`src/rtl/ipu_scan_controller_if.sv`:
```
// rtl/ipu_scan_controller_if.sv - control, line-buffer loader and convolution request signals of the scan controller
interface ipu_scan_controller_if #(
  parameter int COORD_W = 9,
  parameter int WADDR_W = 7
);
  logic                       start;
  logic [1:0]                 size;
  logic                       abort;
  logic                       mem_grant;
  logic                       conv_done;
  logic [COORD_W+WADDR_W-1:0] mem_addr;
  logic                       buf_load;
  logic [COORD_W-1:0]         buf_h;
  logic [COORD_W-1:0]         buf_v;
  logic                       conv_req;
  logic [COORD_W-1:0]         conv_x;
  logic [COORD_W-1:0]         conv_y;
  logic                       busy;
  logic                       done;

  modport master (
    input  start, size, abort, mem_grant, conv_done,
    output mem_addr, buf_load, buf_h, buf_v, conv_req, conv_x, conv_y, busy, done
  );

  modport slave (
    output start, size, abort, mem_grant, conv_done,
    input  mem_addr, buf_load, buf_h, buf_v, conv_req, conv_x, conv_y, busy, done
  );
endinterface

```
`src/rtl/ipu_scan_controller.sv`:
```
// rtl/ipu_scan_controller.sv - frame sequencer: line-buffer preload/row loads and raster convolution requests
module ipu_scan_controller #(
  parameter int IMG_W        = 512,
  parameter int IMG_H        = 480,
  parameter int PIX_PER_WORD = 4,
  parameter int COORD_W      = 9,
  parameter int WADDR_W      = 7,
  parameter int MAX_K        = 5
) (
  input logic                    clk,
  input logic                    reset,
  ipu_scan_controller_if.master  bus
);
  localparam int WPR      = IMG_W / PIX_PER_WORD;
  localparam int LOG2_PPW = $clog2(PIX_PER_WORD);
  localparam int KW       = $clog2(MAX_K);
  localparam logic [WADDR_W-1:0] W_LAST = WADDR_W'(WPR - 1);
  localparam logic [COORD_W-1:0] X_LAST = COORD_W'(IMG_W - 1);
  localparam logic [COORD_W-1:0] Y_LAST = COORD_W'(IMG_H - 1);
  localparam logic [COORD_W:0]   H_LIM  = (COORD_W+1)'(IMG_H);

  typedef enum logic [2:0] {IDLE, PRELOAD, CONV, ROWLOAD, FINISH} state_t;

  state_t             state, state_nxt;
  logic               armed, armed_nxt;
  logic               gap, gap_nxt;
  logic [KW-1:0]      k_last, k_last_nxt;
  logic [COORD_W-1:0] v, v_nxt, x, x_nxt, y, y_nxt;
  logic [WADDR_W-1:0] w, w_nxt;
  logic [COORD_W:0]   new_row;

  always_ff @(posedge clk or posedge reset) begin
    if (reset) begin
      state  <= IDLE;
      armed  <= 1'b0;
      gap    <= 1'b0;
      k_last <= '0;
      v      <= '0;
      w      <= '0;
      x      <= '0;
      y      <= '0;
    end else begin
      state  <= state_nxt;
      armed  <= armed_nxt;
      gap    <= gap_nxt;
      k_last <= k_last_nxt;
      v      <= v_nxt;
      w      <= w_nxt;
      x      <= x_nxt;
      y      <= y_nxt;
    end
  end

  // Row that enters the kernel window once the current row y is finished.
  assign new_row = {1'b0, y} + (COORD_W+1)'(k_last) + (COORD_W+1)'(1);

  always_comb begin
    state_nxt  = state;
    armed_nxt  = armed;
    gap_nxt    = gap;
    k_last_nxt = k_last;
    v_nxt      = v;
    w_nxt      = w;
    x_nxt      = x;
    y_nxt      = y;
    if (state != IDLE && bus.abort) begin
      state_nxt = IDLE;
      gap_nxt   = 1'b0;
    end else begin
      case (state)
        IDLE: begin
          // Level start must be seen low before it can launch another frame.
          if (!bus.start) begin
            armed_nxt = 1'b1;
          end else if (armed) begin
            armed_nxt  = 1'b0;
            k_last_nxt = KW'(bus.size) + KW'(1);
            v_nxt      = '0;
            w_nxt      = '0;
            x_nxt      = '0;
            y_nxt      = '0;
            gap_nxt    = 1'b0;
            state_nxt  = PRELOAD;
          end
        end
        PRELOAD, ROWLOAD: begin
          if (bus.mem_grant) begin
            if (w == W_LAST) begin
              w_nxt = '0;
              if (state == ROWLOAD || v == COORD_W'(k_last)) begin
                state_nxt = CONV;
                gap_nxt   = 1'b0;
              end else begin
                v_nxt = v + COORD_W'(1);
              end
            end else begin
              w_nxt = w + WADDR_W'(1);
            end
          end
        end
        CONV: begin
          if (gap) begin
            gap_nxt = 1'b0;
          end else if (bus.conv_done) begin
            gap_nxt = 1'b1;
            if (x == X_LAST) begin
              if (y == Y_LAST) begin
                state_nxt = FINISH;
              end else begin
                x_nxt = '0;
                y_nxt = y + COORD_W'(1);
                // Near the bottom edge the window already holds every row needed.
                if (new_row < H_LIM) begin
                  state_nxt = ROWLOAD;
                  v_nxt     = new_row[COORD_W-1:0];
                  w_nxt     = '0;
                end
              end
            end else begin
              x_nxt = x + COORD_W'(1);
            end
          end
        end
        FINISH:  state_nxt = IDLE;
        default: state_nxt = IDLE;
      endcase
    end
  end

  assign bus.buf_load = (state == PRELOAD || state == ROWLOAD) && bus.mem_grant;
  assign bus.mem_addr = {v, w};
  assign bus.buf_h    = COORD_W'(w) << LOG2_PPW;
  assign bus.buf_v    = v;
  assign bus.conv_req = (state == CONV) && !gap;
  assign bus.conv_x   = x;
  assign bus.conv_y   = y;
  assign bus.busy     = (state == PRELOAD) || (state == CONV) || (state == ROWLOAD);
  assign bus.done     = (state == FINISH);
endmodule

```
`src/flat_wrapper.sv`:
```
// flat-port wrapper written by rule: the top's interface ports become plain ports
module ipu_scan_controller_flat 
#(
  parameter int IMG_W        = 512,
  parameter int IMG_H        = 480,
  parameter int PIX_PER_WORD = 4,
  parameter int COORD_W      = 9,
  parameter int WADDR_W      = 7,
  parameter int MAX_K        = 5
)
  (clk, reset, bus_start, bus_size, bus_abort, bus_mem_grant, bus_conv_done, bus_mem_addr, bus_buf_load, bus_buf_h, bus_buf_v, bus_conv_req, bus_conv_x, bus_conv_y, bus_busy, bus_done);
  ipu_scan_controller_if #(.COORD_W(COORD_W), .WADDR_W(WADDR_W)) bus_i ();
  input logic clk;
  input logic reset;
  input wire logic [$bits(bus_i.start)-1:0] bus_start;
  input wire logic [$bits(bus_i.size)-1:0] bus_size;
  input wire logic [$bits(bus_i.abort)-1:0] bus_abort;
  input wire logic [$bits(bus_i.mem_grant)-1:0] bus_mem_grant;
  input wire logic [$bits(bus_i.conv_done)-1:0] bus_conv_done;
  output wire logic [$bits(bus_i.mem_addr)-1:0] bus_mem_addr;
  output wire logic [$bits(bus_i.buf_load)-1:0] bus_buf_load;
  output wire logic [$bits(bus_i.buf_h)-1:0] bus_buf_h;
  output wire logic [$bits(bus_i.buf_v)-1:0] bus_buf_v;
  output wire logic [$bits(bus_i.conv_req)-1:0] bus_conv_req;
  output wire logic [$bits(bus_i.conv_x)-1:0] bus_conv_x;
  output wire logic [$bits(bus_i.conv_y)-1:0] bus_conv_y;
  output wire logic [$bits(bus_i.busy)-1:0] bus_busy;
  output wire logic [$bits(bus_i.done)-1:0] bus_done;
  assign bus_i.start = bus_start;
  assign bus_i.size = bus_size;
  assign bus_i.abort = bus_abort;
  assign bus_i.mem_grant = bus_mem_grant;
  assign bus_i.conv_done = bus_conv_done;
  assign bus_mem_addr = bus_i.mem_addr;
  assign bus_buf_load = bus_i.buf_load;
  assign bus_buf_h = bus_i.buf_h;
  assign bus_buf_v = bus_i.buf_v;
  assign bus_conv_req = bus_i.conv_req;
  assign bus_conv_x = bus_i.conv_x;
  assign bus_conv_y = bus_i.conv_y;
  assign bus_busy = bus_i.busy;
  assign bus_done = bus_i.done;
  ipu_scan_controller #(.IMG_W(IMG_W), .IMG_H(IMG_H), .PIX_PER_WORD(PIX_PER_WORD), .COORD_W(COORD_W), .WADDR_W(WADDR_W), .MAX_K(MAX_K)) u_core (.clk(clk), .reset(reset), .bus(bus_i));
endmodule
```
`config.mk`:
```
export PLATFORM = sky130hd
export DESIGN_NAME = ipu_scan_controller_flat
export DESIGN_NICKNAME = d
export VERILOG_FILES = /design/src/rtl/ipu_scan_controller_if.sv /design/src/rtl/ipu_scan_controller.sv /design/src/flat_wrapper.sv
export SDC_FILE = /design/constraint.sdc
export NUM_CORES = 1
export LEC_CHECK = 0
export ABC_CLOCK_PERIOD_IN_PS = 2600
export CAP_MARGIN = 20
export CORE_UTILIZATION = 45
export CTS_BUF_LIST = sky130_fd_sc_hd__clkbuf_8
export CTS_CLUSTER_SIZE = 16
export DETAILED_ROUTE_END_ITERATION = 16
export GPL_TIMING_DRIVEN = 0
export PLACE_DENSITY = 0.72
export SYNTH_ARGS = -nofsm -noshare
export SYNTH_HDL_FRONTEND = slang
export SYNTH_SLANG_ARGS = --single-unit
```
`constraint.sdc`:
```
create_clock -name clk -period 2.6 [get_ports clk]
set_input_delay 0.52 -clock clk [delete_from_list [all_inputs] [get_ports clk]]
set_output_delay 0.52 -clock clk [all_outputs]
set_load 0.01 [all_outputs]
```
==> run summary, run 1 <==
The flow ran to the end, and the final reports show no timing, DRC or antenna violations. The arrival time at the worst endpoint came out at 2.68 ns. STA classifies the critical path startpoint as a flip-flop. The half-perimeter wire length of the detailed placement result is 5.17 mm.

The total setup violations reported at the end of the flow is 0. The cell leakage power came out at 1.60 nW. The fraction of final layout cells with drive strength greater than 1 is 15.9%. The most used flip-flop cell after synthesis is dfrtp_1. The number of H-tree levels came out at 2.

The compound-gate portion of the synthesized area came out at 18.6%. The area of the core is 6350 um2. The number of buffer and inverter stages on the critical path came out at 2.

The setup clock skew after layout came out at 0.0101 ns. The post-detailed-route count of antenna-violating nets came out at 0. The number of rows in the core area is 29. TritonCTS built the clock tree. The maximum clock path buffer count is 2. The number of iterations in the first detailed-routing pass is 4. The routability-driven placement congestion ratio is 0.907. The worst-margin pin slew is 0.690 ns. The count of input and output buffers is 61.

Power spread over the standard cell area amounts to 761 nW/um2. The share of the synthesized area in the top cell type is 35.6%. The worst-case register-to-register setup slack is 0.11 ns. The worst stage delay on the critical path is 0.41 ns.

The final design utilization came out at 60.8%. The kind of cell with the highest combined delay along the critical path is compound AO/OA/AOI/OAI gates. The number of clock sinks seen by CTS came out at 42.

The number of pins exceeding their max-slew limit in the final report came out at 0. The die covers 6890 um2. The combined area of all synthesized cells came out at 2950 um2. The tool flagged a number of max-cap violations equal to 0. The share of the clock period used by the worst path after layout is 95.9%. In this run the count of I/O pins placed on the die edge is 64.

The post-synthesis cell count came out at 344. Buffers inserted during clock tree synthesis total 5. The commonest cells after synthesis are 42 x dfrtp_1, 39 x nor2_1, 33 x nand2_1. The critical path goes through inv_2 > ha_1 > inv_1 > fa_2 > a21oi_4 > nor2_1 > o32ai_1 > a31oi_1 > or3_1 > a221o_1. The area of placed instances came out at 3680 um2.

The number of antenna violations at the first check in global routing came out at 0. The mean cell area of the mapped netlist is 8.58 um2. After synthesis, the largest family of logic cells by area is simple AND/OR/NAND/NOR gates.

STA puts the critical path data required time at 2.79 ns. The min-delay analysis places its worst path in the category input port to asynchronous set/reset pin. Dividing the detail-routed via count by the number of cells gives 5.57. The maximum clock frequency came out at 401 MHz.

The flop and latch count out of synthesis is 42. The total track usage came out at 21.4%. The clock tree root buffer cell is clkbuf_8.

The number of DRC markers in iteration 0 came out at 202. The chip width came out at 83.0 um. The setup path with the least slack is of type flip-flop to flip-flop.

The overflow left after global routing came out at 0. The most repeated cell in the gate-level netlist after synthesis is dfrtp_1. In the final routed layout, each cell accounts on average for 14.6 um. The library cell with the largest summed area after synthesis is dfrtp_1. The hold violation total from the final report was 0. The number of different library cells used by synthesis comes to 64. The number of enable-type register cells in the synthesized netlist is 0. The post-layout minimum cycle time came out at 2.49 ns. The area added between synthesis and finish came out at 30.7%. The count of antenna diodes in the layout is 0.

The largest net degree at the start of global routing is 28. The final design instance area without fill is 3860 um2. The post-synthesis sequential area ratio is 35.6%. The number of cell instances on the worst register-to-register path is 10. The worst register-to-register path begins at u_core.bus.conv_y[0].

The capture instance of the worst register-to-register path is u_core.state[0]. The critical-path maximum fanout came out at 5. The clock edge transition at the registers on the reported setup and hold paths is 0.09 ns. The worst-skew pair later-pin latency came out at 0.30 ns.

Detailed routing inserted a total of 2745 vias. The slowest stage of the critical path is the dfrtp_1 cell. VDD sags by at most 412 uV.

After Yosys synthesis, full adders, half adders and majority gates account for 4.49% of the synthesized area. The first-pass GRT wire length came out at 12.1 mm. At the end of the flow, the number of nets in the layout was 433. Ranked by total cell area, the synthesized netlist is headed by dfrtp_1 36%, nor2_1 5.0%, buf_4 4.8%.

The max-slew headroom at the worst pin is 53.5%. For this run, the number of Yosys warnings is 0. Multiplexer cells account for 1.78% of the synthesized area. The sort of element at the end of the critical path is a flip-flop. The total detailed-routing wirelength came out at 7.20 mm. The number of global-route vias before repair is 2620.

The number of DRC violations after detailed routing came out at 0. The xor and xnor area share after synthesis is 5.64%. After synthesis, the share of flip-flops with an asynchronous set or reset is 100%. The worst hold slack came out at 0.505 ns. From bottom edge to top edge, the die measures 83.0 um. The initial cell density of the core is 46.5%. Summing the areas of all and, or, nand and nor instances in the mapped netlist gives 24.4% of the synthesized area.
-- registers in the layout (all words and copies together) (netlist names) --
signal             cells
u_core.armed           1
u_core.bus.buf_v       9
u_core.bus.conv_x      9
u_core.bus.conv_y      9
u_core.gap             1
u_core.k_last          3
u_core.state           3
u_core.w               7
-- cell type report --
cell class | instances | area, um2
Fill cell | 562 | 2490
Multi-Input combinational cell | 257 | 1650
Sequential cell | 42 | 1050
Timing Repair Buffer | 63 | 638
Buffer | 35 | 241
Tap cell | 77 | 96.3
Clock buffer | 6 | 82.6
Clock inverter | 2 | 60.1
Inverter | 11 | 41.3
-- repair_timing --
item	in CTS	in global routing
hold buffers	0	0
pin swaps	1	2
resized for setup	4	10
endpoints found under the setup margin	16	18
hold endpoints to repair	0	0
buffers inserted	0	1
-- layout by cell type, fill, tap and decap left out, drive strengths merged, types with 5 or more instances in the layout --
| cell | instances |
|---|---|
| nor3 | 9 |
| nand4 | 5 |
| clkdlybuf4s50 | 61 |
| nand2b | 5 |
| o21ai | 21 |
| and3 | 5 |
| nand2 | 34 |
| a21oi | 15 |
| o22ai | 6 |
| xor2 | 9 |
| inv | 10 |
| nor2 | 39 |
| clkbuf | 12 |
| nand3 | 26 |
| xnor2 | 10 |
| a31oi | 8 |
| buf | 31 |
| dfrtp | 42 |
| ha | 9 |
-- logic make-up after synthesis --
group	Yosys count
buffers and inverters	46
AND/OR/NAND/NOR	145
AO/OA/AOI/OAI	76
XOR/XNOR	19
other	1
adder cells (fa/ha/maj)	10
flip-flops	42
multiplexers	5
-- metal layers --
layer	track usage [%]	routed length, um	vias up	share of wire [%]
met5	0	0	-	0
met4	5.49	78	0	1.1
met3	4.37	326	9	4.5
met2	35.5	3430	64	48
met1	28.5	3360	1325	47
li1	-	-	1347	-
-- report_power, final --
part | internal [W] | leakage [nW] | total [W] | switching [W]
clock | 0.000410 | 0.0714 | 0.000648 | 0.000238
sequential | 0.000752 | 0.561 | 0.000901 | 0.000149
combinational | 0.000698 | 0.963 | 0.00139 | 0.000689
-- per-stage QoR --
| step | instances | TNS, ns | power [W] | setup slack, ns |
|---|---|---|---|---|
| after CTS | 492 | 0 | 0.00293 | 0.0396 |
| after detailed placement | 484 | -0.597 | 0.00226 | -0.105 |
| final | 493 | 0 | 0.00294 | 0.106 |
| after global routing | 493 | -0.104 | 0.00313 | -0.0370 |
| after global placement | 483 | -0.303 | 0.00222 | -0.0680 |
| after floorplan | 345 | 0 | 0.00177 | 0.0956 |
-- worst max-delay path by stage --
stage,cells after the start,slack [ns],endpoint,startpoint
6_report,10,0.11,u_core.state[0],u_core.bus.conv_y[0]
4_1_cts,5,0.04,bus_buf_load,u_core.state[0]
2_1_floorplan,10,0.1,u_core.state[0],u_core.bus.conv_y[0]
3_5_place_dp,11,-0.11,u_core.w[3],u_core.bus.conv_y[0]
5_1_grt,10,-0.04,u_core.w[3],u_core.bus.conv_x[0]
3_3_place_gp,10,-0.07,u_core.state[0],u_core.bus.conv_y[0]
Power figures use the tool's default switching activity.
==> run 2: changes to the inputs <==
--- a/config.mk
+++ b/config.mk
@@ -13,6 +13,7 @@
 export DETAILED_ROUTE_END_ITERATION = 16
 export GPL_TIMING_DRIVEN = 0
 export PLACE_DENSITY = 0.72
+export SLEW_MARGIN = 20
 export SYNTH_ARGS = -nofsm -noshare
 export SYNTH_HDL_FRONTEND = slang
 export SYNTH_SLANG_ARGS = --single-unit
==> results of run 2 <==
The final DEF is identical to that of run 1; final timing and power are the same.
==> run 3: changes to the inputs <==
--- a/config.mk
+++ b/config.mk
@@ -5,7 +5,7 @@
 export SDC_FILE = /design/constraint.sdc
 export NUM_CORES = 1
 export LEC_CHECK = 0
-export ABC_CLOCK_PERIOD_IN_PS = 2600
+export ABC_CLOCK_PERIOD_IN_PS = 2000
 export CAP_MARGIN = 20
 export CORE_UTILIZATION = 45
 export CTS_BUF_LIST = sky130_fd_sc_hd__clkbuf_8
==> constraint.sdc (replaced) <==
create_clock -name clk -period 2 [get_ports clk]
set_input_delay 0.4 -clock clk [delete_from_list [all_inputs] [get_ports clk]]
set_output_delay 0.4 -clock clk [all_outputs]
set_load 0.01 [all_outputs]
==> run 3 against run 2 <==
  * Core utilization rose by 6.6 points
  * The flow now finishes with violations (negative setup slack)
  * Routed wire length rose by 17%
  * Combinational power rose by 58%
  * Maximum frequency rose by 7.9%
  * Total power rose by 35%
  * Largest cell class unchanged
  * Critical endpoint is now u_core.bus.buf_v[0]
==> run summary, run 3 (synthesis results as in run 1) <==
The largest net degree at the start of global routing came out at 28 (unchanged). The number of antenna violations at the first check in global routing is 0 (unchanged). The number of DRC violations after detailed routing is 0 (unchanged). The total power draw is 0.00396 W (+35%). The setup clock skew after layout came out at 0.00710 ns (-0.00300 ns). The number of inserted filler cells in the final layout was 517 (-8.0%).

The number of buffers created by CTS was 5 (unchanged). The count of antenna diodes in the layout came out at 0 (unchanged). The die area is 6890 um2 (unchanged). The total setup violations reported at the end of the flow is 17 (+17). The count of input and output buffers is 61 (unchanged).

The overflow left after global routing came to 0 (unchanged). The final design utilization was 67.4% (+6.6 points). The required time of the critical path is 2.18 ns (-0.61 ns).

In the layout the commonest cells are 57 x clkdlybuf4s50_1, 45 x buf_4, 40 x dfrtp_1. The final non-filler cell total is 522 (+5.9%). The critical-path maximum fanout is 10 (+5). The number of nets in the layout is 462 (+6.7%). The post-detailed-route via-to-cell ratio is 5.65 (+1.5%). The nature of the critical path startpoint is a flip-flop. The number of rows in the core area was 29 (unchanged). The routability-driven placement congestion ratio came out at 0.868 (-4.3%).

The number of H-tree levels came out at 2 (unchanged). The chip width is 83.0 um (unchanged). The sort of element at the end of the critical path is a flip-flop. The worst-skew pair later-pin latency came out at 0.30 ns (about the same).

The total detailed-routing wirelength is 8.43 mm (+17%). The height of the die came out at 83.0 um (unchanged). The fraction of final layout cells with drive strength greater than 1 is 29.4% (+14 points). The checks that failed: negative setup slack. The number of pins exceeding their max-slew limit in the final report came out at 0 (unchanged). The share of the clock period used by the worst path after layout is 116% (+20 points).

The max-slew headroom at the worst pin came to 56.8% (+3.2 points). The arrival time at the worst endpoint came out at 2.50 ns (-0.18 ns). The power per unit of standard cell area is 926 nW/um2 (+22%). The first-pass GRT wire length is 13.6 mm (+12%). The maximum clock path buffer count came out at 2 (unchanged). The critical setup path kind is flip-flop to flip-flop. The clock tree root buffer cell is clkbuf_8. The setup slack at placement is -0.495 ns (-0.390 ns). The half-perimeter wire length of the detailed placement result came out at 5.43 mm (+5.1%). The number of iterations in the first detailed-routing pass is 4 (unchanged).

The flow ran to the end, but the final reports show violations. The area of the core was 6350 um2 (unchanged). The number of global-route vias before repair is 2866 (+9.4%). The library cell used most frequently in the layout, excluding fill and tap cells, is clkdlybuf4s50_1. The vias after detailed routing came to 2949 (+7.4%).

The wire length per cell after detailed routing is 16.1 um (+11%). The number of maximum-capacitance violations came out at 0 (unchanged). The post-detailed-route count of antenna-violating nets came to 0 (unchanged). The total track usage came out at 24.1% (+2.7 points).

The worst-margin pin slew came out at 0.632 ns (-0.0578 ns). The number of DRC markers in iteration 0 is 137 (-32%). The sequential standard cell area came out at 1050 um2 (unchanged). The total placed cells including tap cells was 484 (unchanged). Setup repair after global routing could not meet its margin everywhere. The multi-input gate area in the final layout is 1870 um2 (+14%). The maximum vdd ir drop is 643 uV (+56%). The clock edge transition at the registers on the reported setup and hold paths came out at 0.08 ns (about the same).

The top-level port count came out at 64 (unchanged). The number of clock sinks seen by CTS is 42 (unchanged). The worst setup slack after layout came out at -0.312 ns (-0.418 ns). The maximum clock frequency came out at 432 MHz (+7.9%). The area growth from synthesis to layout is 44.9%. The tightest min-delay check is of the input port to asynchronous set/reset pin type. The hold violation total from the final report is 0 (unchanged). The cell leakage power came out at 1.78 nW (+12%). The initial cell density of the core was 46.5% (unchanged).

The post-layout minimum cycle time came to 2.31 ns (-0.182 ns). The number of hold-repair buffers added at the cts stage is 0 (unchanged). TritonCTS built the clock tree.
run 3: cell types whose count changed in the layout (fill, tap and decap cells not counted), sizes merged:
| cell | before | now |
|---|---|---|
| dlygate4sd2 | 0 | 2 |
| clkdlybuf4s50 | 61 | 57 |
| inv | 10 | 11 |
| a21oi | 15 | 16 |
| clkinv | 1 | 2 |
| clkbuf | 12 | 13 |
| bufinv | 2 | 0 |
| buf | 31 | 60 |
run 3: report_power, final:
group / internal, W / total [W] / switching (W)
Combinational: 0.00114 / 0.00219 / 0.00105
Sequential: 0.000978 / 0.00118 / 0.000202
Clock: 0.000274 / 0.000588 / 0.000314
Total: 0.00239 / 0.00396 / 0.00157
run 3: path summary, 6_finish.rpt:
check | from | to | slack, ns | depth (start not counted)
hold / removal | reset | u_core.bus.conv_y[7] | 0.39 | 2
max in group asynchronous | reset | u_core.bus.conv_x[0] | 1.13 | 3
setup reg to reg | u_core.bus.conv_y[0] | u_core.bus.buf_v[0] | -0.31 | 10
setup / recovery | u_core.bus.conv_y[0] | u_core.bus.buf_v[0] | -0.31 | 10
hold reg to reg | u_core.bus.conv_x[8] | u_core.bus.conv_x[8] | 0.54 | 2
min in group clk | u_core.bus.conv_x[8] | u_core.bus.conv_x[8] | 0.54 | 2
run 3: area by class of cell:
cell class                      count  area share [%]
Clock inverter                      2           0.205
Buffer                             35            6.35
Multi-Input combinational cell    258            43.8
Sequential cell                    42            24.6
Inverter                           11           0.965
Clock buffer                        6            1.93
Tap cell                           77            2.25
Timing Repair Buffer               91            19.9
run 3: layer usage:
metal	global-route usage [%]	vias up	wire length [um]	part of all wire, %
met5	0	-	0	0
met4	7.68	0	119	1.4
met3	3.18	13	309	3.7
met2	41.1	88	4360	52
met1	31.9	1440	3640	43
li1	-	1408	-	-
run 3: through the flow:
stage | setup TNS (ns) | area, um2 | hold WS, ns
after CTS | -3.99 | 4070 | 0.405
after global routing | -5.45 | 4280 | 0.437
after floorplan | -2.38 | 2980 | 0.485
after detailed placement | -11.91 | 3710 | 0.521
final | -3.59 | 4280 | 0.387
after global placement | -24.93 | 3690 | 0.506
run 3: worst max-delay path: stages, from the launching register on:
cell     delay [ns]
dfrtp_1        0.40
inv_2          0.09
ha_4           0.13
inv_2          0.03
fa_2           0.36
a21oi_4        0.19
nor3b_2        0.11
a32oi_2        0.22
nand3_2        0.13
buf_6          0.18
o32a_1         0.35
run 3: what timing repair did:
item / CTS / global route
resized for setup: 47 / 33
pin swaps: 10 / 20
setup buffers: 17 / 13
hold endpoints to repair: 0 / 0
endpoints found under the setup margin: 37 / 37
cloned: 2 / 0
